### config.mk
export PLATFORM = sky130hd
export DESIGN_NAME = dot_acc
export DESIGN_NICKNAME = d
export VERILOG_FILES = /design/src/rtl/dot_acc.sv
export SDC_FILE = /design/constraint.sdc
export NUM_CORES = 1
export LEC_CHECK = 0
export BUFFER_PORTS_ARGS = -buffer_cell sky130_fd_sc_hd__buf_2
export CORE_MARGIN = 1
export CORE_UTILIZATION = 30
export DETAILED_ROUTE_END_ITERATION = 16
export GPL_TIMING_DRIVEN = 1
export PLACE_DENSITY = 0.54
export SLEW_MARGIN = 20
export SYNTH_ARGS = -nofsm -noshare
export SYNTH_HDL_FRONTEND = slang
export SYNTH_SLANG_ARGS = --single-unit
### constraint.sdc
create_clock -name clock -period 7.6 [get_ports clock]
set_input_delay 1.52 -clock clock [delete_from_list [all_inputs] [get_ports clock]]
set_output_delay 1.52 -clock clock [all_outputs]
set_load 0.02 [all_outputs]
### src/rtl/dot_acc.sv
// Streaming signed multiply-accumulate: one rounded, shifted, saturated result per frame of (x, y) pairs.
// Latency: z_valid rises the cycle after the final pair of a frame is accepted.
// Backpressure: a held result (z_valid && !z_ready) freezes z, acc and count and drops x_ready.
module dot_acc #(
    parameter int WIDTH     = 8,
    parameter int LENGTH    = 16,
    parameter int SHIFT     = 0,
    parameter int ACC_WIDTH = 20
) (
    input  logic                    clock,
    input  logic                    reset,
    input  logic signed [WIDTH-1:0] x,
    input  logic signed [WIDTH-1:0] y,
    input  logic                    x_last,
    input  logic                    x_valid,
    output logic                    x_ready,
    output logic signed [WIDTH-1:0] z,
    output logic                    z_valid,
    input  logic                    z_ready
);

    localparam int CNT_W = (LENGTH > 1) ? $clog2(LENGTH) : 1;
    localparam logic [CNT_W-1:0] CNT_LAST = CNT_W'(LENGTH - 1);

    localparam logic signed [ACC_WIDTH:0] SAT_MAX =
        {{(ACC_WIDTH - WIDTH + 2){1'b0}}, {(WIDTH - 1){1'b1}}};
    localparam logic signed [ACC_WIDTH:0] SAT_MIN =
        {{(ACC_WIDTH - WIDTH + 2){1'b1}}, {(WIDTH - 1){1'b0}}};

    logic signed [ACC_WIDTH-1:0] acc;
    logic        [CNT_W-1:0]     count;

    logic signed [2*WIDTH-1:0]   p;
    logic signed [ACC_WIDTH-1:0] p_ext;
    logic signed [ACC_WIDTH-1:0] s;
    logic signed [ACC_WIDTH:0]   s_wide;
    logic signed [ACC_WIDTH:0]   r;
    logic signed [WIDTH-1:0]     z_next;
    logic                        acc_in;
    logic                        out_fire;
    logic                        frame_end;

    assign x_ready   = reset && (!z_valid || z_ready);
    assign acc_in    = x_valid && x_ready;
    assign out_fire  = z_valid && z_ready;
    assign frame_end = acc_in && (x_last || (count == CNT_LAST));

    assign p      = x * y;
    assign p_ext  = ACC_WIDTH'(p);
    // acc is already zero at the start of every frame, so a same-cycle turnover needs no special case
    assign s      = acc + p_ext;
    assign s_wide = (ACC_WIDTH + 1)'(s);

    generate
        if (SHIFT == 0) begin : g_no_round
            assign r = s_wide;
        end else begin : g_round
            localparam logic signed [ACC_WIDTH:0] RND_ADD = (ACC_WIDTH + 1)'(1) << (SHIFT - 1);
            assign r = (s_wide + RND_ADD) >>> SHIFT;
        end
    endgenerate

    always_comb begin
        z_next = r[WIDTH-1:0];
        if (r > SAT_MAX) begin
            z_next = SAT_MAX[WIDTH-1:0];
        end else if (r < SAT_MIN) begin
            z_next = SAT_MIN[WIDTH-1:0];
        end
    end

    always_ff @(posedge clock) begin
        if (!reset) begin
            acc     <= '0;
            count   <= '0;
            z       <= '0;
            z_valid <= 1'b0;
        end else begin
            if (out_fire) begin
                z_valid <= 1'b0;
            end
            if (frame_end) begin
                acc     <= '0;
                count   <= '0;
                z       <= z_next;
                z_valid <= 1'b1;
            end else if (acc_in) begin
                acc   <= s;
                count <= count + CNT_W'(1);
            end
        end
    end

endmodule

==> results of run 1 <==
logic make-up (layout without fill, tap and decap cells):
family | after synthesis | in the layout | share of synthesized area
simple gates | 176 | 176 | 0.172
fa+ha+maj | 135 | 135 | 0.455
buf+inv | 108 | 136 | 0.0813
compound gates | 97 | 97 | 0.132
flops | 33 | 33 | 0.128
xor+xnor | 18 | 18 | 0.0306
layer usage:
layer | track usage | vias up | part of all wire
li1 | - | 1902 | -
met4 | 0.0354 | 0 | 0.013
met5 | 0 | - | 0
met2 | 0.226 | 54 | 0.47
met1 | 0.199 | 1872 | 0.49
met3 | 0.0152 | 11 | 0.021
layout make-up:
class	instances	share of cell area
sequential	33	0.116
tap	220	0.0484
clock buffer	6	0.0227
multi-input combinational	426	0.718
inverter	95	0.0627
timing repair buffer	33	0.0304
clock inverter	2	0.00176
through the flow:
step | area, µm² | hold slack [ns] | instances
2_1_floorplan | 5160 | 0.436 | 567
3_3_place_gp | 5540 | 0.447 | 807
3_5_place_dp | 5540 | 0.448 | 807
4_1_cts | 5680 | 0.455 | 815
5_1_grt | 5680 | 0.485 | 815
6_report | 5680 | 0.457 | 815
registers in the layout, indices dropped and copies added, names as in the netlist:
name and count:
z 8, z_valid 1, count 4, acc 20
layout by cell type, fill, tap and decap left out, types with 2 or more instances in the layout:
cell,count
sky130_fd_sc_hd__nand4_1,2
sky130_fd_sc_hd__nor3_1,6
sky130_fd_sc_hd__o211ai_1,8
sky130_fd_sc_hd__o21a_1,4
sky130_fd_sc_hd__inv_1,94
sky130_fd_sc_hd__o22ai_1,9
sky130_fd_sc_hd__o21ai_0,18
sky130_fd_sc_hd__fa_1,88
sky130_fd_sc_hd__or3_1,3
sky130_fd_sc_hd__nand2_1,58
sky130_fd_sc_hd__a31oi_1,3
sky130_fd_sc_hd__nand2b_1,4
sky130_fd_sc_hd__or2_1,3
sky130_fd_sc_hd__o21ai_4,2
sky130_fd_sc_hd__clkinv_2,2
sky130_fd_sc_hd__xnor2_1,14
sky130_fd_sc_hd__o2111ai_1,2
sky130_fd_sc_hd__nor2_1,39
sky130_fd_sc_hd__a211oi_1,10
sky130_fd_sc_hd__clkbuf_16,5
sky130_fd_sc_hd__and3_2,3
sky130_fd_sc_hd__xor2_1,4
sky130_fd_sc_hd__dfxtp_1,33
sky130_fd_sc_hd__and2_1,35
sky130_fd_sc_hd__nor2b_1,2
sky130_fd_sc_hd__buf_4,3
sky130_fd_sc_hd__buf_2,30
sky130_fd_sc_hd__nand3_1,7
sky130_fd_sc_hd__a21oi_1,24
sky130_fd_sc_hd__ha_1,47
worst max path at each step:
| stage | to | slack [ns] | depth (start not counted) |
|---|---|---|---|
| after floorplan | z[0] | 0.84 | 16 |
| after global placement | z[3] | 0.58 | 17 |
| after detailed placement | z[3] | 0.50 | 21 |
| after CTS | z[6] | 0.77 | 21 |
| after global routing | z[0] | 0.39 | 21 |
| final | z[6] | 0.78 | 21 |
worst register-to-register path: cells and delay by family, from the launching register on:
| family | cells | cell delay [ns] |
|---|---|---|
| fa+ha+maj | 6 | 2.77 |
| buf+inv | 4 | 0.22 |
| simple gates | 3 | 0.68 |
| compound gates | 5 | 1.36 |
| flops | 1 | 0.33 |
==> results.md, run 1 <==
Run status:
- The run finished with clean final reports.

Synthesis:
- Synthesis produced a netlist whose cell count is 567.
- The share of Yosys cell area claimed by the top area cell type is 0.341.
- The Yosys step of the flow raised 0 warnings.
- Yosys instantiated no cell more often than sky130_fd_sc_hd__inv_1.
- Among all flip-flop cells after synthesis, the most frequent one is sky130_fd_sc_hd__dfxtp_1.
- For this run, the register share of the synthesized area comes to 0.128.
- Yosys attributes the largest share of cell area to sky130_fd_sc_hd__fa_1 34%, sky130_fd_sc_hd__dfxtp_1 13%, sky130_fd_sc_hd__ha_1 11%.
- The cell area that synthesis handed to floorplanning was just over 5000 µm².
- The biggest area contributor in the post-synthesis netlist is sky130_fd_sc_hd__fa_1.
- The commonest cells after synthesis are 94 x sky130_fd_sc_hd__inv_1, 88 x sky130_fd_sc_hd__fa_1, 58 x sky130_fd_sc_hd__nand2_1.
- A synthesized cell averages 9.10 µm².
- The synthesized net count is 723.
- The number of distinct library cell variants in the gate-level netlist after synthesis is between 60 and 70.
- Counting flops and latches in the post-synthesis netlist gives 33.
- The number of enable flip-flop cells after synthesis is 0.
- After synthesis, the share of flip-flops with an asynchronous set or reset is 0.

Placed design:
- The final weighted congestion of routability-driven global placement is about 0.85.
- The worst setup timing slack at the placement stage is 0.501 ns.
- The HPWL after detailed placement is between 9000 and 10,000 µm.
- In this run the tool buffered the top-level ports with 30 buffer cells.

CTS:
- The tree is rooted in a sky130_fd_sc_hd__clkbuf_16.
- The clock transition at the registers of the reported paths is approximately 0.05 ns.
- The number of clock buffers inserted by TritonCTS is 5.
- The H-tree was split into 2 levels.
- The total of cells resized after clock tree synthesis is 0.
- For this design, the sink count on the clock tree is 33.
- The later pin in the worst-skew pair is clocked with a latency of 0.28 ns.
- Buffers inserted to repair hold after CTS numbered 0.
- The number of buffers on the longest clock path is 2.
- The number of setup buffers added after CTS is 0.
- The clock tree from TritonCTS is done.

STA:
- The transition time of the tightest slew-check pin is 0.924 ns.
- Setup repair after global routing left no endpoint under its margin.
- The sum of negative setup slack is 0 ns.
- The final period demand of the worst path is between 6 and 7 ns.
- The final clock period utilization by the worst path is 0.898.
- The worst slew margin relative to its limit is 0.383.
- The final number of hold-violating endpoints is 0.
- The post-route worst setup slack is just under 0.8 ns.
- Derived from the worst setup path, the maximum achievable clock frequency is ~0.15 GHz.
- The post-route clock skew is roughly 0.0036 ns.
- The number of slew-limit violations in the final report is 0.
- The count of final setup violators is 0.

Setup path:
- The critical path contains buffers and inverters numbering 6 combined.
- The required time of the critical path is between 7 and 8 ns.
- The depth of the worst register-to-register path is 18.
- The arrival time reported for the critical path endpoint is between 7 and 8 ns.
- The sort of element at the start of the critical path is a primary input.
- In this run the register-to-register setup slack is between 2 and 2.5 ns.
- In this design, the critical path's most frequently occurring cell is sky130_fd_sc_hd__inv_1.
- Broken down by cell family, the worst path's largest delay share belongs to adder cells.
- The endpoint identified for the worst register-to-register timing path is z[3].
- The startpoint identified for the worst register-to-register timing path is acc[6].
- Of all nets on the critical path, the largest fanout is 12.
- The type of the setup path with the least slack is primary input to register.
- The most critical setup path has its startpoint at y[2].
- The biggest cell delay along the critical path is about 0.56 ns.
- The critical path goes through buf_2 -> nand2_1 -> inv_1 -> fa_1 -> inv_1 -> fa_1 -> inv_1 -> fa_1 -> inv_1 -> fa_1 -> inv_1 -> ha_1 -> ha_1 -> a21oi_1 -> nand3_1 -> nor3_1 -> o21ai_0 -> and2_1 -> nor4b_2 -> a31oi_2 -> o22ai_1.
- On the critical path, the stage with the largest delay is an instance of sky130_fd_sc_hd__fa_1.
- The worst setup path is captured at a register.

Floorplanning:
- After floorplanning, the core was divided into 47 placement rows.
- The floorplan step set the die width to 133 µm.
- The die outline area is around 18,000 µm².
- The initial cell density of the core is 0.309.
- The height of the die is 133 µm.
- The number of placed I/O pins is 31.
- The area of the core is roughly 17,000 µm².

Finish:
- The count of antenna diodes in the layout is 0.
- The footprint of the flip-flops and latches is 661 µm².
- Fill cells in the final layout number approximately 1,800.
- The fraction of layout cells with a size suffix above 1 is 0.101.
- The end-of-flow core utilization is 0.340.
- The area used by multi-input combinational logic is ~4100 µm².
- The area growth from synthesis to final layout is 10.2%.
- The layout net count is 750.

Drt:
- The average detailed-routed wire length per instance is around 14 µm.
- The detailed router's first-iteration violation count is ~150.
- Detailed routing inserted a total of between 3,000 and 4,000 vias.
- Wires add up to ~11,000 µm.
- The pre-antenna-repair detailed-routing pass consisted of 4 iterations.
- The number of nets with antenna violations after detailed routing is 0.
- The number of design rule violations left after detail routing is 0.
- Using the TritonRoute via totals, the vias-per-cell ratio works out to 4.71.

Global routing:
- The largest net degree at the start of global routing is 31.
- The global-route wire length before repair is roughly 20,000 µm.
- The global router's overall resource usage is 0.140.
- Global routing finished with a remaining overflow of 0.
- The via count of the first global-routing pass is slightly above 4,000.
- The initial antenna violation count came to 0.

Worst hold path:
- The capture endpoint of the worst hold path is acc[1].
- The source of the worst hold timing path is acc[1].
- The number of cells traversed by the worst hold path is 2.
- The type of the tightest min-delay check is register to register.

Job:
- The reported max-cap violation count is 0.
Power of run 1 is not shown: default switching activity piles up to over one toggle a cycle in this logic, so the estimate is an artifact.
==> inputs of run 2 (changes only) <==
--- a/config.mk
+++ b/config.mk
@@ -11,6 +11,7 @@
 export DETAILED_ROUTE_END_ITERATION = 16
 export GPL_TIMING_DRIVEN = 1
 export PLACE_DENSITY = 0.54
+export REMOVE_ABC_BUFFERS = 1
 export SLEW_MARGIN = 20
 export SYNTH_ARGS = -nofsm -noshare
 export SYNTH_HDL_FRONTEND = slang
==> results.md, run 2 (synthesis gave the netlist of run 1 again) <==
Run status:
- The flow ran to the end, and the final reports show no timing, DRC or antenna violations.

Setup path:
- The worst register-to-register path begins at acc[4].
- STA classifies the critical path startpoint as a primary input.
- The arrival time reported for the critical path endpoint is 7.04 ns (+0.02 ns).
- The worst register-to-register path ends at z[5].
- The critical path ends at z[5].
- The register-to-register path setup slack is 2.19 ns (+0.07 ns).
- STA classifies the critical path endpoint as a register.
- The depth of the worst register-to-register path was 20 (+2).
- The required time of the critical path is 7.79 ns (about the same).
- The most critical setup path has its startpoint at y[2].
- The type of the setup path with the least slack is primary input to register.
- The largest fanout on the critical path is 12 (unchanged).

Finish:
- The layout net count is 749 (-0.13%).
- The design area is 5690 µm² (+0.20%).
- In the layout the commonest cells are 94 x sky130_fd_sc_hd__inv_1, 88 x sky130_fd_sc_hd__fa_1, 58 x sky130_fd_sc_hd__nand2_1, 47 x sky130_fd_sc_hd__ha_1, 39 x sky130_fd_sc_hd__nor2_1.
- The flip-flop count of the largest register, all copies and words added is 20 (unchanged).
- In the final layout, the registers with the most flip-flops are acc x20, z x8, count x4.
- The fraction of layout cells with a size suffix above 1 is 0.101 (+0.000170).
- The library cell used most frequently in the layout, excluding fill and tap cells, is sky130_fd_sc_hd__inv_1.
- The count of antenna diodes in the layout is 0 (unchanged).
- The area growth from synthesis to final layout is 10.4%.
- Counting flops per register, the top entry is acc.

STA:
- The sum of negative setup slack is 0 ns (unchanged).
- The transition time of the tightest slew-check pin came to 0.954 ns (+0.0304 ns).
- Setup repair after global routing left no endpoint under its margin.
- The final number of hold-violating endpoints is 0 (unchanged).
- The number of slew-limit violations in the final report is 0 (unchanged).
- The post-route clock skew is 0.00350 ns (-0.0000734 ns).
- The final period demand of the worst path was 6.85 ns (+0.0280 ns).
- The maximum frequency from static timing analysis came to 0.146 GHz (-0.41%).
- The count of final setup violators is 0 (unchanged).
- The final clock period utilization by the worst path is 0.901 (+0.00369).
- The worst slew margin relative to its limit was 0.362 (-0.0203).

CTS:
- The number of buffers inserted to repair setup after CTS was 0 (unchanged).
- The quantity of hold-fixing buffers added after cts was 0 (unchanged).
- The clock transition at the registers of the reported paths is 0.05 ns (about the same).
- The total of cells resized after clock tree synthesis is 0 (unchanged).
- The number of clock buffers inserted by TritonCTS came to 5 (unchanged).
- The clock tree from TritonCTS is done.
- The H-tree depth is 2 (unchanged).
- The cell sitting at the root of the clock tree is a sky130_fd_sc_hd__clkbuf_16.
- The number of buffers on the longest clock path is 2 (unchanged).
- The clock latency of the later-clocked register in the worst-skew pair was 0.27 ns (about the same).
- The clock net sink count is 33 (unchanged).

Drt:
- The met1 routed wirelength after detailed routing is 6180 µm (+11%).
- The mean number of vias per cell is 4.79 (+1.7%).
- The detailed router's first-iteration violation count was 149 (-2.0%).
- The iteration count of the initial detailed-routing pass is 5 (+1).
- The number of design rule violations left after detail routing is 0 (unchanged).
- The met3 wire length came to 305 µm (+27%).
- The total vias in the final route came to 3,898 (+1.5%).
- The average detailed-routed wire length per instance was 14.9 µm (+6.5%).
- The routed length on met2 is 5490 µm (+1.6%).
- The uppermost metal layer occupied by signal nets is met4.
- The number of nets with antenna violations after detailed routing was 0 (unchanged).
- The overall routed net length is 12,100 µm (+6.4%).

Placed design:
- The final weighted congestion of routability-driven global placement is 0.817 (-4.1%).
- The HPWL after detailed placement is 10,200 µm (+4.0%).
- The post-detailed-placement cell area came to 5540 µm² (-0.14%).
- The number of buffers inserted by port buffering is 30 (unchanged).

Floorplanning:
- The die outline area was 17,700 µm² (unchanged).
- The area of the core is 16,700 µm² (unchanged).
- The number of placed I/O pins is 31 (unchanged).
- The height of the die is 133 µm (unchanged).
- The number of rows in the core area is 47 (unchanged).
- The width of the die is 133 µm (unchanged).
- The initial cell density of the core is 0.309 (unchanged).

Global routing:
- The via count of the first global-routing pass is 4,325 (+7.2%).
- The initial antenna violation count was 0 (unchanged).
- The global-route wire length before repair is 21,600 µm (+8.0%).
- The largest net degree at the start of global routing came to 31 (unchanged).
- The global-route congestion overflow total is 0 (unchanged).
- The global router's overall resource usage is 0.151 (+0.0119).

Job:
- The reported max-cap violation count came to 0 (unchanged).

Worst hold path:
- The type of the tightest min-delay check is register to register.
run 2: cell types whose count changed in the layout (fill, tap and decap cells not counted), sizes merged:
cell | before | now
clkinv | 3 | 2
clkbuf | 6 | 7
buf | 33 | 32
run 2: final cells by class:
class | instances | area (µm²)
timing repair buffer | 32 | 165
multi-input combinational | 426 | 4080
fill | 1727 | 11000
sequential | 33 | 661
clock inverter | 1 | 5.00
inverter | 95 | 357
tap | 220 | 275
clock buffer | 7 | 153
run 2: per-layer routing:
metal  up-vias  GRT usage
met4         0     0.0366
met1      1929      0.219
met2        64      0.240
met3         8     0.0186
met5         -          0
li1       1897          -
run 2: worst min path at each step:
stage	start	endpoint	depth (start not counted)
CTS	acc[0]	acc[0]	2
global placement	acc[1]	acc[1]	2
finish	z[7]	z[7]	2
floorplan	acc[1]	acc[1]	2
detailed placement	acc[0]	acc[0]	2
global route	acc[6]	acc[6]	2
run 2: worst max-delay path, stage by stage:
cell	delay, ns
sky130_fd_sc_hd__buf_2	0.15
sky130_fd_sc_hd__nand2_1	0.16
sky130_fd_sc_hd__inv_1	0.08
sky130_fd_sc_hd__fa_1	0.57
sky130_fd_sc_hd__inv_1	0.17
sky130_fd_sc_hd__fa_1	0.56
sky130_fd_sc_hd__inv_1	0.06
sky130_fd_sc_hd__fa_1	0.53
sky130_fd_sc_hd__inv_1	0.06
sky130_fd_sc_hd__fa_1	0.53
sky130_fd_sc_hd__inv_1	0.04
sky130_fd_sc_hd__ha_1	0.29
sky130_fd_sc_hd__ha_1	0.44
sky130_fd_sc_hd__a21oi_1	0.25
sky130_fd_sc_hd__nand3_1	0.10
sky130_fd_sc_hd__nor3_1	0.34
sky130_fd_sc_hd__o21ai_0	0.18
sky130_fd_sc_hd__and2_1	0.20
sky130_fd_sc_hd__nor4b_2	0.39
sky130_fd_sc_hd__a31oi_2	0.25
sky130_fd_sc_hd__o22ai_1	0.18
run 2: through the flow:
step | util | setup WS (ns) | hold WS (ns) | std cells
after floorplan | - | 0.914 | 0.436 | 554
after global placement | 0.332 | 0.501 | 0.446 | 806
after detailed placement | 0.332 | 0.422 | 0.460 | 806
after CTS | 0.341 | 0.695 | 0.468 | 814
after global routing | 0.341 | 0.306 | 0.488 | 814
final | 0.341 | 0.750 | 0.465 | 814
Power of run 2 is left out for the same reason.
